$ cat src/rtl/mem_stage.sv
// Memory-access stage: waits for the data-SRAM response of a request issued in execute,
// extracts/extends load data, builds lwl/lwr byte strobes and forwards CP0/TLB status upstream.
module mem_stage #(
  parameter int ES_TO_MS_BUS_WD = 135,
  parameter int MS_TO_WS_BUS_WD = 126
) (
  input  logic                       clk,
  input  logic                       resetn,
  input  logic                       ws_allowin,
  output logic                       ms_allowin,
  input  logic                       es_to_ms_valid,
  input  logic [ES_TO_MS_BUS_WD-1:0] es_to_ms_bus,
  output logic                       ms_to_ws_valid,
  output logic [MS_TO_WS_BUS_WD-1:0] ms_to_ws_bus,
  input  logic                       data_sram_data_ok,
  input  logic [31:0]                data_sram_rdata,
  input  logic                       flush,
  output logic [31:0]                ms_forward_data,
  output logic                       ms_load_wait,
  output logic                       ms_ex,
  output logic                       ms_eret,
  output logic                       ms_mtc0,
  output logic                       ms_tlb_reflush,
  output logic                       out_ms_valid
);

  logic                       ms_valid_q, ms_valid_d;
  logic [ES_TO_MS_BUS_WD-1:0] bus_q, bus_d;
  logic                       buf_valid_q, buf_valid_d;
  logic [31:0]                rdata_buf_q, rdata_buf_d;
  logic                       discard_q, discard_d;

  logic        tlb_refill, tlbwi, tlbr, store, lw;
  logic [31:0] badvaddr;
  logic        bd;
  logic [7:0]  c0_addr;
  logic        ex, eret, mtc0, mfc0;
  logic [4:0]  excode;
  logic        lb, lbu, lh, lhu, lwl, lwr, res_from_mem;
  logic [3:0]  gr_we;
  logic [4:0]  dest;
  logic [31:0] result, pc;

  assign {tlb_refill, tlbwi, tlbr, store, lw, badvaddr, bd, c0_addr, ex, excode,
          eret, mtc0, mfc0, lb, lbu, lh, lhu, lwl, lwr, res_from_mem,
          gr_we, dest, result, pc} = bus_q;

  logic        mem_op, data_ok_eff, ms_ready_go;
  logic [31:0] rdata_eff, load_data, final_result;
  logic [3:0]  ld_we, gr_we_out;
  logic [1:0]  a;
  logic [7:0]  byte_sel;
  logic [15:0] half_sel;

  // A response tagged for discard belongs to a flushed request and never counts.
  assign mem_op       = (res_from_mem || store) && !ex;
  assign data_ok_eff  = data_sram_data_ok && !discard_q;
  assign ms_ready_go  = !mem_op || buf_valid_q || data_ok_eff;
  assign ms_allowin   = !ms_valid_q || (ms_ready_go && ws_allowin);
  assign ms_to_ws_valid = ms_valid_q && ms_ready_go;
  assign rdata_eff    = buf_valid_q ? rdata_buf_q : data_sram_rdata;
  assign a            = result[1:0];

  always_comb begin
    ms_valid_d  = ms_valid_q;
    bus_d       = bus_q;
    buf_valid_d = buf_valid_q;
    rdata_buf_d = rdata_buf_q;
    discard_d   = discard_q;
    if (flush)
      ms_valid_d = 1'b0;
    else if (ms_allowin)
      ms_valid_d = es_to_ms_valid;
    if (es_to_ms_valid && ms_allowin)
      bus_d = es_to_ms_bus;
    if (flush || (ms_to_ws_valid && ws_allowin)) begin
      buf_valid_d = 1'b0;
    end else if (ms_valid_q && mem_op && !buf_valid_q && !ws_allowin && data_ok_eff) begin
      buf_valid_d = 1'b1;
      rdata_buf_d = data_sram_rdata;
    end
    if (data_sram_data_ok && discard_q)
      discard_d = 1'b0;
    if (flush && ms_valid_q && mem_op && !buf_valid_q && !data_sram_data_ok)
      discard_d = 1'b1;
  end

  always_ff @(posedge clk or negedge resetn) begin
    if (!resetn) begin
      ms_valid_q  <= 1'b0;
      bus_q       <= '0;
      buf_valid_q <= 1'b0;
      rdata_buf_q <= 32'h0;
      discard_q   <= 1'b0;
    end else begin
      ms_valid_q  <= ms_valid_d;
      bus_q       <= bus_d;
      buf_valid_q <= buf_valid_d;
      rdata_buf_q <= rdata_buf_d;
      discard_q   <= discard_d;
    end
  end

  always_comb begin
    case (a)
      2'd0:    byte_sel = rdata_eff[7:0];
      2'd1:    byte_sel = rdata_eff[15:8];
      2'd2:    byte_sel = rdata_eff[23:16];
      default: byte_sel = rdata_eff[31:24];
    endcase
    half_sel  = a[1] ? rdata_eff[31:16] : rdata_eff[15:0];
    load_data = rdata_eff;
    ld_we     = gr_we;
    if (lw) begin
      load_data = rdata_eff;
    end else if (lb) begin
      load_data = {{24{byte_sel[7]}}, byte_sel};
    end else if (lbu) begin
      load_data = {24'h0, byte_sel};
    end else if (lh) begin
      load_data = {{16{half_sel[15]}}, half_sel};
    end else if (lhu) begin
      load_data = {16'h0, half_sel};
    end else if (lwl) begin
      case (a)
        2'd0:    begin load_data = rdata_eff << 24; ld_we = 4'b1000; end
        2'd1:    begin load_data = rdata_eff << 16; ld_we = 4'b1100; end
        2'd2:    begin load_data = rdata_eff << 8;  ld_we = 4'b1110; end
        default: begin load_data = rdata_eff;       ld_we = 4'b1111; end
      endcase
    end else if (lwr) begin
      case (a)
        2'd0:    begin load_data = rdata_eff;       ld_we = 4'b1111; end
        2'd1:    begin load_data = rdata_eff >> 8;  ld_we = 4'b0111; end
        2'd2:    begin load_data = rdata_eff >> 16; ld_we = 4'b0011; end
        default: begin load_data = rdata_eff >> 24; ld_we = 4'b0001; end
      endcase
    end
  end

  assign final_result = res_from_mem ? load_data : result;
  assign gr_we_out    = ex ? 4'b0000 : ld_we;

  assign ms_to_ws_bus = {tlb_refill, tlbwi, tlbr, badvaddr, bd, c0_addr, ex, excode,
                         eret, mtc0, mfc0, gr_we_out, dest, final_result, pc};

  assign ms_forward_data = final_result;
  assign ms_load_wait    = ms_valid_q && res_from_mem && !ms_ready_go;
  assign ms_ex           = ms_valid_q && ex;
  assign ms_eret         = ms_valid_q && eret;
  assign ms_mtc0         = ms_valid_q && mtc0;
  assign ms_tlb_reflush  = ms_valid_q && (tlbwi || tlbr);
  assign out_ms_valid    = ms_valid_q;

endmodule

$ cat config.mk
export PLATFORM = sky130hd
export DESIGN_NAME = mem_stage
export DESIGN_NICKNAME = d
export VERILOG_FILES = /design/src/rtl/mem_stage.sv
export SDC_FILE = /design/constraint.sdc
export NUM_CORES = 1
export LEC_CHECK = 0
export CAP_MARGIN = 20
export CORE_AREA = 5 5 161 163
export CTS_BUF_LIST = sky130_fd_sc_hd__clkbuf_16
export DETAILED_ROUTE_END_ITERATION = 16
export DIE_AREA = 0 0 166 168
export PLACE_DENSITY = 0.77
export SLEW_MARGIN = 15
export SYNTH_ARGS = -nofsm -noshare
export SYNTH_HDL_FRONTEND = slang
export SYNTH_SLANG_ARGS = --single-unit
$ cat constraint.sdc
create_clock -name clk -period 3.7 [get_ports clk]
set_input_delay 1.11 -clock clk [delete_from_list [all_inputs] [get_ports clk]]
set_output_delay 1.11 -clock clk [all_outputs]
set_load 0.02 [all_outputs]
== Word level (Yosys, flattened, before mapping) ==
Index checks and enable logic that the tools add are counted.
Widths: inputs -> output; s select.

* Output and inout bits: 166
* Input port bits: 173
* Word-level logic and storage cells: 77
* Bits in registers: 170

* Multiplexer cells: 29
* Bitwise logic cells: 1
* Reduce and logical (&&, ||, !) cells: 40
* Equal/unequal tests: 2

{| class="wikitable"
|+ Operator list
! kind !! number
|-
| $mux 32 || 9
|-
| $pmux 32 s3 || 2
|-
| $mux 4 || 8
|-
| $pmux 8 s3 || 1
|-
| $logic_and 1x1->1 || 21
|-
| $mux 16 || 1
|-
| $pmux 4 s3 || 1
|-
| $pmux 3 s3 || 1
|-
| $logic_not 1->1 || 8
|-
| $logic_or 1x1->1 || 6
|-
| $mux 1 || 6
|-
| $reduce_bool 2->1 || 3
|-
| $eq 2x1->1 const B || 1
|-
| $eq 2x2->1 const B || 1
|-
| $logic_not 2->1 || 1
|-
| $reduce_and 2->1 || 1
|-
| $not 1->1 || 1
|}

== Depth between registers and ports, before layout ==
Gate-level depths: netlist of run 1.

* Depth in word-level cells: 10
* Gate-level depth with buffers: 9
* Gate-level depth less buffers: 5

== Worst setup path after synthesis of run 1 ==
OpenSTA, ideal clock, no wires.

* Kind: input port to output port
* Start point: input data_sram_rdata[31]
* End point: output ms_to_ws_bus[62]
* Slack: -94 ps
* Buffers on the path: 1
* Required time: 2590 ps
* Data arrival time: 2684 ps
* Stages: 6
* Cell sequence: mux4_2 o21a_4 a311oi_2 nor2_2 a32o_1 buf_4

* Longest elaborated chain between the ends: 7
* Elaborated cells between the ends (all ways): 8
* Classes of those cells: mux (8)

{| class="wikitable"
|+ Ends and longest elaborated chain
! item !! line !! RTL
|-
| start: declaration || 16 || <nowiki>input logic [31:0] data_sram_rdata,</nowiki>
|-
| $mux 32 * || 61 || <nowiki>assign rdata_eff = buf_valid_q ? rdata_buf_q : data_sram_rdata;</nowiki>
|-
| $mux 16 || 111 || <nowiki>half_sel = a[1] ? rdata_eff[31:16] : rdata_eff[15:0];</nowiki>
|-
| $mux 32 || 120 || <nowiki>end else if (lh) begin</nowiki>
|-
| $mux 32 || 118 || <nowiki>end else if (lbu) begin</nowiki>
|-
| $mux 32 * || 116 || <nowiki>end else if (lb) begin</nowiki>
|-
| $mux 32 * || 114 || <nowiki>if (lw) begin</nowiki>
|-
| $mux 32 * || 141 || <nowiki>assign final_result = res_from_mem ? load_data : result;</nowiki>
|-
| end: declaration || 14 || <nowiki>output logic [MS_TO_WS_BUS_WD-1:0] ms_to_ws_bus,</nowiki>
|}

Every way passes the cells marked *; elsewhere a longest branch is shown, timed or not.

== Final worst setup path of run 1 ==
* Start point: input data_sram_rdata[15]
* End point: output ms_forward_data[30]

* Longest elaborated chain between the ends: 7
* Elaborated cells between the ends (all ways): 8
* Classes of those cells: mux (8)

{| class="wikitable"
|+ Ends and longest elaborated chain
! item !! line !! RTL
|-
| $mux 32 * || 61 ||
|-
| $mux 16 || 111 ||
|-
| $mux 32 || 120 ||
|-
| $mux 32 || 118 ||
|-
| $mux 32 * || 116 ||
|-
| $mux 32 * || 114 ||
|-
| $mux 32 * || 141 ||
|-
| end: declaration || 18 || <nowiki>output logic [31:0] ms_forward_data,</nowiki>
|}

Marks and branches as above.

==> results by group, run 1 <==
Outcome
  – Run status: complete, but fails checks
  – Violations in the final reports: negative setup slack

Placement
  – Placed instance count: 1449
  – Routability congestion estimate from global placement: between 0.9 and 1
  – Number of input and output port buffers inserted: between 300 and 400
  – Post-DP HPWL: between 20000 and 30000 microns

Final layout
  – Number of filler instances in the final layout: 1904
  – Final Net Count: around 1300
  – Area overhead of the layout relative to synthesis: 48.2%
  – Number of antenna cells inserted: 0
  – Share of cells above drive strength 1: 0.469
  – Cell Count, Final, Fillers Out: 1503

Routing
  – Number of iterations in the first detailed-routing pass: 6
  – Final routed wirelength across all metal layers: between 30000 and 40000 microns
  – Number of DRC violations after detailed-routing iteration 0: a little under 600
  – Via density per instance: around 5.5
  – Number of remaining DRC errors: 0
  – Routed via count: between 8000 and 9000
  – Detailed-route wire length per cell: 22.8 microns
  – DRT antenna net count: 0

Floorplanning
  – Count of standard-cell rows: between 50 and 60
  – Initial core utilization: 0.417
  – Horizontal die dimension: 166 microns
  – Top-level port count: roughly 340
  – Die area: approximately 28000 sq um
  – Core footprint: 24200 sq um
  – Die extent in y: between 150 and 200 microns

Clock tree
  – # H-tree levels: 4
  – Number of buffers on the longest clock path: 2
  – Clock sink count: 170
  – Skew-Pair Late Insertion Delay: around 0.44 ns
  – Clock-pin slew on the worst setup and hold paths: about 0.07 ns
  – Root buffer cell: sky130_fd_sc_hd__clkbuf_16
  – Clock tree from TritonCTS: yes
  – Number of buffers added by the clock tree synthesis step: 17

GRT
  – Total gr overflow: 0
  – Via count of the first global-routing pass: between 8000 and 9000
  – Maximum number of pins on one net before global-route repair: 69
  – Overall global routing resource usage: 0.241
  – Global-route wire length before repair: 52800 microns
  – Antenna violations before repair: 0

Worst setup path
  – Data required time at the worst endpoint: 2.59 ns
  – Kind of launch point of the worst setup path: primary input
  – Critical-path maximum fanout: 8
  – Critical path class: in -> out
  – Arrival time at the worst endpoint: roughly 2.8 ns
  – Kind of end point of the critical path: primary output

Min path
  – Worst Hold Class: reg -> reg

STA
  – Worst slew slack as a fraction of its limit: 0.615
  – Number of setup violations in the final report: 16
  – Final period util: 1.05
  – Worst-case setup margin in the final layout: -0.168 ns
  – Max Slew Vio Count: 0
  – Highest achievable clock rate: 259 MHz
  – Worst Clk Skew: around 0.015 ns
  – Unrepaired setup endpoints after global routing: true
  – Hold Violations, Final: 0
  – Worst Max-Slew Pin Slew: between 0.5 and 0.6 ns
  – Time the final worst path needs with I/O delays and setup: 3.87 ns

Pwr
  – Total power divided by cell area: 478 nW/um^2
  – Switching share of power: 0.367
  – Maximum resistive drop on vdd: 0.279 mV
  – Overall power consumption: roughly 7100 uW
  – Net switching power: approximately 2600 uW
  – Leakage: around 0.0063 uW
  – Logic pwr share: 0.407
  – Power share of the clock group: 0.255
  – Register share of total power: 0.338
  – Cell-internal power: 4510 uW

Synthesis
  – Distinct cell type count after synthesis: 54
  – Largest area contributor in the synthesized netlist: sky130_fd_sc_hd__dfrtp_1
  – Post-synthesis register bit count: 170
  – Async set or reset register ratio after synthesis: 1.00
  – Mean Syn Cell Area: roughly 12 sq um
  – Dominant cells by area after synthesis: sky130_fd_sc_hd__dfrtp_1 (42%), sky130_fd_sc_hd__mux2_2 (16%), sky130_fd_sc_hd__buf_4 (9.5%)
  – Number of warnings printed during yosys synthesis: 0
  – Proportion of netlist area held by the largest area contributor: 0.422
  – Number of enable flip-flop cells after synthesis: 0
  – Main flop type after synthesis: sky130_fd_sc_hd__dfrtp_1
  – Number of instances in the synthesized netlist: ~860
  – Nets in the synthesized netlist: 1035
  – Mapped Area: ~10000 sq um
  – Share of synthesized area occupied by flip-flops and latches: 0.422

Job
  – Count of maximum capacitance violations: 0
-- cell usage in the layout, fill, tap and decap left out, drive strengths merged, types with 13 or more instances in the layout --
| cell type | netlist | routed |
|---|---|---|
| o21ai | 31 | 31 |
| a21oi | 24 | 24 |
| dlygate4sd2 | 0 | 28 |
| dfrtp | 170 | 170 |
| o221ai | 25 | 25 |
| a22oi | 16 | 16 |
| clkbuf | 20 | 20 |
| clkdlybuf4s50 | 0 | 234 |
| a2bb2oi | 14 | 14 |
| o22ai | 31 | 31 |
| inv | 5 | 13 |
| nor2 | 22 | 22 |
| mux2i | 33 | 33 |
| nand2 | 37 | 37 |
| mux2 | 194 | 194 |
| buf | 159 | 194 |
-- state kept, by name (all words and copies together) (netlist names) --
name,flops
buf_valid_q,1
rdata_buf_q,32
discard_q,1
out_ms_valid,1
bus_q,135
-- routing by layer --
layer / track usage / routed length [microns]
met5: 0 / 0
met2: 0.420 / 17100
met3: 0.0849 / 3210
met4: 0.0958 / 1190
met1: 0.270 / 12700
-- synth_stat cells (9+ instances only) --
cell / instances
sky130_fd_sc_hd__a2bb2oi_1: 14
sky130_fd_sc_hd__nand2_1: 37
sky130_fd_sc_hd__dfrtp_1: 170
sky130_fd_sc_hd__o21ai_0: 30
sky130_fd_sc_hd__a21oi_1: 24
sky130_fd_sc_hd__o221ai_1: 25
sky130_fd_sc_hd__buf_2: 18
sky130_fd_sc_hd__mux2i_1: 31
sky130_fd_sc_hd__mux2_2: 147
sky130_fd_sc_hd__a22oi_1: 14
sky130_fd_sc_hd__nor2_1: 19
sky130_fd_sc_hd__clkbuf_1: 19
sky130_fd_sc_hd__buf_4: 127
sky130_fd_sc_hd__o22ai_1: 31
sky130_fd_sc_hd__buf_6: 9
sky130_fd_sc_hd__mux2_4: 47
-- layout make-up --
class | count | area (sq um) | area share
multi-input combinational | 507 | 5330 | 0.357
timing repair buffer | 464 | 4310 | 0.289
sequential | 170 | 4260 | 0.285
clock buffer | 17 | 425 | 0.0285
tap | 324 | 405 | 0.0272
clock inverter | 15 | 176 | 0.0118
inverter | 6 | 22.5 | 0.00151
-- stage by stage --
stage	utilization	hold slack (ns)	setup WS, ns	setup TNS [ns]	cell area [sq um]
after floorplan	-	0.463	-0.0117	-0.0728	10100
after global placement	0.558	0.475	-1.04	-51.08	13500
after detailed placement	0.558	0.489	-1.04	-52.16	13500
after CTS	0.604	0.504	-0.244	-4.03	14600
after global routing	0.617	0.529	-0.195	-2.98	14900
final	0.617	0.502	-0.168	-2.49	14900
-- what timing repair did --
action / in CTS / in global routing
hold buffers: 0 / 0
resized for setup: 458 / 75
gates cloned: 1 / 0
endpoints found under the setup margin: 69 / 63
buffers inserted: 18 / 7
pin swaps: 46 / 25
-- power by group through the flow --
stage | clock [uW] | sequential (uW) | combinational (uW)
after floorplan | 0 | 2320 | 1750
after global placement | 0 | 2390 | 2670
after detailed placement | 0 | 2400 | 2710
after CTS | 1860 | 2390 | 2810
after global routing | 1940 | 2450 | 3050
final | 1820 | 2410 | 2900
-- logic make-up after synthesis --
kind of cell / synth area share
buffers and inverters: 0.125
DFF: 0.422
muxes: 0.270
AOI/OAI and AO/OA: 0.137
and+or+nand+nor: 0.0453
-- critical path, stage by stage --
cell and delay [ns]:
sky130_fd_sc_hd__buf_8 0.10, sky130_fd_sc_hd__mux4_2 0.50, sky130_fd_sc_hd__o21a_4 0.23, sky130_fd_sc_hd__a311oi_4 0.25, sky130_fd_sc_hd__nor2_4 0.10, sky130_fd_sc_hd__a32o_2 0.31
sky130_fd_sc_hd__buf_6 0.14
-- final timing paths --
kind                                     start                  end  slack, ns  depth (start not counted)
setup / recovery           data_sram_rdata[15]  ms_forward_data[30]      -0.17                          7
hold / removal                       discard_q            discard_q       0.50                          2
setup reg to reg                   buf_valid_q            bus_q[41]       1.41                          8
hold reg to reg                      discard_q            discard_q       0.50                          2
max in group asynchronous               resetn      rdata_buf_q[21]       2.19                          2
min in group asynchronous               resetn            bus_q[34]       0.62                          1
Note: power is estimated with default switching activity, not from simulation.
==> inputs of run 2 (changes only) <==
Settings changed: PLACE_DENSITY 0.77 to 0.76.
==> results by group, run 2 (synthesis results as in run 1) <==
Clock tree
  – Number of buffers on the longest clock path: 2
  – Root buffer cell: sky130_fd_sc_hd__clkbuf_16
  – Clock-pin slew on the worst setup and hold paths: roughly 0.070 ns
  – Clock sink count: between 150 and 200
  – Skew-Pair Late Insertion Delay: between 0.4 and 0.5 ns
  – # H-tree levels: 4
  – Number of buffers added by the clock tree synthesis step: 17
  – Hold buffer count at CTS: 0
  – Clock tree from TritonCTS: yes

GRT
  – Total gr overflow: 0
  – Overall global routing resource usage: 0.246
  – Maximum number of pins on one net before global-route repair: between 60 and 70
  – Via count of the first global-routing pass: 9137
  – Global-route wire length before repair: approximately 54000 microns
  – Antenna violations before repair: 2

Floorplanning
  – Die area: 27900 sq um
  – Count of standard-cell rows: between 50 and 60
  – Die extent in y: 168 microns
  – Horizontal die dimension: roughly 170 microns
  – Core footprint: 24200 sq um
  – Initial core utilization: 0.417
  – Top-level port count: roughly 340

Worst setup path
  – Critical-path maximum fanout: 8
  – Reg-to-reg startpoint: buf_valid_q
  – Number of cells on the worst reg-to-reg path: 7
  – Worst-case register-to-register setup slack: roughly 1.5 ns
  – Reg-to-reg critical path endpoint: bus_q[29]
  – Start point of the critical path: data_sram_rdata[15]
  – Arrival time at the worst endpoint: 2.76 ns
  – Data required time at the worst endpoint: approximately 2.6 ns
  – Kind of end point of the critical path: primary output
  – Kind of launch point of the worst setup path: primary input
  – End of the critical path: ms_forward_data[30]
  – Critical path class: in -> out

STA
  – Setup TNS Final: -3.00 ns
  – Final period util: 1.05
  – Unrepaired setup endpoints after global routing: true
  – Worst-case setup margin in the final layout: -0.175 ns
  – Number of setup violations in the final report: 24
  – Time the final worst path needs with I/O delays and setup: 3.87 ns
  – Highest achievable clock rate: around 260 MHz
  – Max Slew Vio Count: 0
  – Hold Violations, Final: 0
  – Worst slew slack as a fraction of its limit: 0.546
  – Worst Clk Skew: about 0.013 ns
  – Worst Max-Slew Pin Slew: slightly below 0.7 ns

Pwr
  – Switching share of power: 0.369
  – Power share of the clock group: 0.252
  – Register share of total power: 0.332
  – Leakage: between 0.006 and 0.007 uW
  – Cell-internal power: 4580 uW
  – Net switching power: approximately 2700 uW
  – Logic pwr share: 0.416
  – Maximum resistive drop on vdd: 0.293 mV
  – Overall power consumption: ~7300 uW
  – Total power divided by cell area: 474 nW/um^2

Routing
  – Number of remaining DRC errors: 0
  – Routed via count: 8422
  – Number of iterations in the first detailed-routing pass: 5
  – Via density per instance: 5.51
  – Detailed-route wire length per cell: roughly 23 microns
  – Final routed wirelength across all metal layers: around 35000 microns
  – DRT antenna net count: 0
  – Number of DRC violations after detailed-routing iteration 0: ~500

Outcome
  – Violations in the final reports: negative setup slack
  – Run status: complete, but fails checks

Final layout
  – Flip-flop count of the largest register, all copies and words added: approximately 140
  – Highest-count cells in the layout ignoring fill and taps: sky130_fd_sc_hd__clkdlybuf4s50_1 (234), sky130_fd_sc_hd__dfrtp_1 (168), sky130_fd_sc_hd__buf_4 (161)
  – Area overhead of the layout relative to synthesis: 52.0%
  – Leading registers by flop count: bus_q x135, rdata_buf_q x32
  – Area used by sequential logic in the layout: approximately 4300 sq um
  – Number of antenna cells inserted: 0
  – Share of cells above drive strength 1: 0.482
  – Cell Count, Final, Fillers Out: between 1500 and 2000
  – Most common library cell in the layout ignoring fill and taps: sky130_fd_sc_hd__clkdlybuf4s50_1
  – Register with the highest flop count: bus_q
  – Multi-input gate area: 5440 sq um
  – Final Net Count: between 1000 and 1500
  – Number of filler instances in the final layout: between 1500 and 2000

Placement
  – Post-DP HPWL: between 20000 and 30000 microns
  – Placed instance count: around 1500
  – Number of input and output port buffers inserted: around 340
  – Routability congestion estimate from global placement: 0.945

Min path
  – Hold Path Stages: 2
  – Worst Hold Class: reg -> reg

Job
  – Count of maximum capacitance violations: 0
-- run 2: critical path, stage by stage --
cell                       delay [ns]
sky130_fd_sc_hd__buf_6           0.10
sky130_fd_sc_hd__mux4_2          0.51
sky130_fd_sc_hd__o21a_4          0.23
sky130_fd_sc_hd__a311oi_4        0.24
sky130_fd_sc_hd__nor2_4          0.11
sky130_fd_sc_hd__a32o_2          0.31
sky130_fd_sc_hd__buf_6           0.14
-- run 2: how the worst min path moves through the flow --
stage / to / start / slack [ns]
2_1_floorplan: discard_q / discard_q / 0.46
3_3_place_gp: discard_q / discard_q / 0.48
3_5_place_dp: bus_q[24] / bus_q[24] / 0.49
4_1_cts: discard_q / discard_q / 0.51
5_1_grt: bus_q[83] / bus_q[83] / 0.52
6_report: discard_q / discard_q / 0.50
-- run 2: timing repair --
action,4_1_cts,5_1_grt
resized for setup,500,59
pin swaps,42,19
endpoints found under the setup margin,70,64
setup buffers,18,11
gates cloned,1,1
-- run 2: final cells by class --
cell class	instances	area share
Clock buffer	17	0.0278
Timing Repair Buffer	489	0.300
Clock inverter	15	0.0115
Tap cell	324	0.0265
Inverter	6	0.00147
Multi-Input combinational cell	507	0.355
Sequential cell	170	0.278
-- run 2: routing by layer --
metal  global-route usage  part of all wire  vias to the layer above
met5                    0           0.00096                        -
met4               0.0940             0.043                        4
met3               0.0863             0.092                      107
met2                0.433              0.50                      447
met1                0.274              0.36                     4141
li1                     -                 -                     3723
-- run 2: per-stage QoR --
| step | cell area [sq um] | setup slack [ns] | utilization | hold WS, ns |
|---|---|---|---|---|
| after global placement | 13700 | -0.991 | 0.565 | 0.478 |
| after floorplan | 10100 | -0.0117 | - | 0.463 |
| after global routing | 15300 | -0.198 | 0.633 | 0.521 |
| after CTS | 15000 | -0.224 | 0.619 | 0.510 |
| after detailed placement | 13700 | -1.03 | 0.565 | 0.495 |
| final | 15300 | -0.175 | 0.633 | 0.502 |
-- run 2: power by group through the flow --
stage	clock network, uW	registers, uW	logic [uW]
finish	1830	2410	3020
CTS	1860	2400	2930
global placement	0	2390	2700
global route	1950	2450	3160
detailed placement	0	2410	2730
floorplan	0	2320	1750
==> inputs of run 3 (changes only) <==
Settings changed: CORE_AREA 5 5 161 163 to 5 5 153 155, DIE_AREA 0 0 166 168 to 0 0 158 160, PLACE_DENSITY 0.76 to 0.8.
Clock period 3.7 ns to 4.35 ns, I/O delays scaled along.
==> results by group, run 3 (synthesis results as in run 1) <==
Worst setup path
  – Reg-to-reg startpoint: bus_q[73]
  – Largest stage delay on the critical path: around 0.45 ns
  – Highest-delay cell along the critical path: sky130_fd_sc_hd__clkdlybuf4s50_1
  – Kind of cell adding the most delay to the critical path: buffers and inverters
  – Start point of the critical path: data_sram_rdata[14]
  – Data required time at the worst endpoint: 3.04 ns
  – Critical-path maximum fanout: 3
  – Cell-by-cell trace of the critical path: clkdlybuf4s50_1 > mux2i_1 > a22oi_1 > nand2_2 > a2bb2oi_1 > o221ai_2 > clkdlybuf4s15_2
  – Crit path buffers/inverters: 2
  – Kind of launch point of the worst setup path: primary input
  – Kind of end point of the critical path: primary output
  – Critical path class: in -> out
  – Arrival time at the worst endpoint: 3.08 ns

GRT
  – Global routing usage on met1: 0.304
  – Met3 capacity usage during global routing: 0.0823
  – Antenna violations before repair: 1
  – Layer with the highest usage after global routing: met2
  – Via count of the first global-routing pass: between 8000 and 9000
  – Met2 Usage GRT: 0.464
  – Global-route wire length before repair: 52000 microns
  – Total gr overflow: 0
  – Overall global routing resource usage: 0.266
  – Maximum number of pins on one net before global-route repair: between 70 and 80

Pwr
  – Net switching power: approximately 2200 uW
  – Cell-internal power: approximately 3800 uW
  – Logic pwr share: 0.395
  – Switching share of power: 0.367
  – Maximum resistive drop on vdd: roughly 0.24 mV
  – Leakage: between 0.006 and 0.007 uW
  – Total power divided by cell area: between 400 and 500 nW/um^2
  – Power share of the clock group: 0.260
  – Register share of total power: 0.344

Min path
  – Hold Path Origin: bus_q[3]
  – Worst Hold Class: reg -> reg

Floorplanning
  – Top-level port count: roughly 340
  – Die extent in y: about 160 microns
  – Die area: around 25000 sq um
  – Count of standard-cell rows: between 50 and 60
  – Initial core utilization: 0.464
  – Horizontal die dimension: about 160 microns
  – Core footprint: ~22000 sq um

STA
  – Worst Clk Skew: 0.0139 ns
  – Max Slew Vio Count: 0
  – Worst-case setup margin in the final layout: -0.0391 ns
  – Worst hold slack across all endpoints: around 0.51 ns
  – Number of setup violations in the final report: 4
  – Unrepaired setup endpoints after global routing: true
  – Worst slew slack as a fraction of its limit: 0.484
  – Hold Violations, Final: 0
  – Highest achievable clock rate: 228 MHz
  – Time the final worst path needs with I/O delays and setup: between 4 and 5 ns
  – Worst Max-Slew Pin Slew: approximately 0.77 ns
  – Final period util: 1.01

Final layout
  – Post-Route Utilization: 0.662
  – Area overhead of the layout relative to synthesis: 42.5%
  – Most common library cell in the layout ignoring fill and taps: sky130_fd_sc_hd__clkdlybuf4s50_1
  – Share of cells above drive strength 1: 0.430
  – Number of filler instances in the final layout: 1592
  – Number of antenna cells inserted: 0
  – Final Net Count: 1311
  – Register with the highest flop count: bus_q
  – Highest-count cells in the layout ignoring fill and taps: sky130_fd_sc_hd__clkdlybuf4s50_1 (261), sky130_fd_sc_hd__dfrtp_1 (169), sky130_fd_sc_hd__mux2_2 (145)
  – Leading registers by flop count: bus_q x135, rdata_buf_q x32
  – Cell Count, Final, Fillers Out: 1431
  – Flip-flop count of the largest register, all copies and words added: 135

Placement
  – Routability congestion estimate from global placement: between 0.9 and 1
  – Post-placement worst setup slack: -0.817 ns
  – Placed instance count: 1396
  – Post-DP HPWL: 26000 microns
  – Number of input and output port buffers inserted: around 340

Clock tree
  – Root buffer cell: sky130_fd_sc_hd__clkbuf_16
  – Number of buffers on the longest clock path: 2
  – # H-tree levels: 4
  – Number of buffers added by the clock tree synthesis step: 17
  – Clock sink count: 170
  – Clock-pin slew on the worst setup and hold paths: ~0.08 ns
  – Skew-Pair Late Insertion Delay: 0.44 ns
  – Clock tree from TritonCTS: yes

Routing
  – Number of DRC violations after detailed-routing iteration 0: around 460
  – Via density per instance: around 5.7
  – Final routed wirelength across all metal layers: roughly 34000 microns
  – Routed via count: 8106
  – Number of iterations in the first detailed-routing pass: 5
  – Number of remaining DRC errors: 0
  – Detailed-route wire length per cell: roughly 24 microns
  – DRT antenna net count: 0

Job
  – Count of maximum capacitance violations: 0

Outcome
  – Violations in the final reports: negative setup slack
  – Run status: complete, but fails checks
run 3: final cells by class:
cell class              instances  area [sq um]  area share
clock buffers                  17           425      0.0296
flip-flops and latches        170          4260       0.297
inverters                       6          22.5     0.00157
clock inverters                15           183      0.0127
well taps                     280           350      0.0244
repair buffers                436          4060       0.283
multi-input cells             507          5050       0.352
run 3: layer usage:
metal / share of wire / routed length (microns)
met1: 0.36 / 12300
met4: 0.039 / 1330
met2: 0.51 / 17500
met5: 0.00026 / 9
met3: 0.090 / 3100
run 3: what timing repair did:
| item | CTS | global route |
|---|---|---|
| endpoints found under the setup margin | 64 | 63 |
| buffers inserted | 2 | 1 |
| hold buffers | 0 | 0 |
| pin swaps | 22 | 16 |
| resized for setup | 364 | 79 |
run 3: worst register-to-register path, cell delays in order (launching register included):
cell                      delay [ns]
sky130_fd_sc_hd__dfrtp_1        0.46
sky130_fd_sc_hd__nor2_1         0.30
sky130_fd_sc_hd__nor4_4         0.08
sky130_fd_sc_hd__o21ai_2        0.16
sky130_fd_sc_hd__buf_4          0.15
sky130_fd_sc_hd__and2_4         0.17
sky130_fd_sc_hd__buf_12         0.35
sky130_fd_sc_hd__mux2_2         0.44
run 3: worst paths after layout:
kind,slack (ns),cells after the start,to
min reg2reg,0.51,1,bus_q[3]
max,-0.04,7,ms_to_ws_bus[38]
max reg2reg,2.13,7,bus_q[80]
min in group asynchronous,0.88,1,rdata_buf_q[5]
max in group asynchronous,2.50,2,bus_q[98]
min,0.51,1,bus_q[3]
run 3: power groups by stage:
| stage | Sequential [uW] | Combinational (uW) | Clock, uW |
|---|---|---|---|
| after global routing | 2080 | 2470 | 1640 |
| final | 2050 | 2350 | 1550 |
| after CTS | 2040 | 2300 | 1570 |
| after detailed placement | 2050 | 2280 | 0 |
| after floorplan | 1980 | 1470 | 0 |
| after global placement | 2030 | 2250 | 0 |
run 3: per-stage QoR:
stage / total power, uW / instance area (sq um) / setup TNS (ns)
after global routing: 6190 / 14400 / -0.268
after global placement: 4280 / 13300 / -35.53
after CTS: 5920 / 14200 / -0.281
final: 5950 / 14400 / -0.139
after detailed placement: 4330 / 13300 / -36.31
after floorplan: 3440 / 10100 / 0
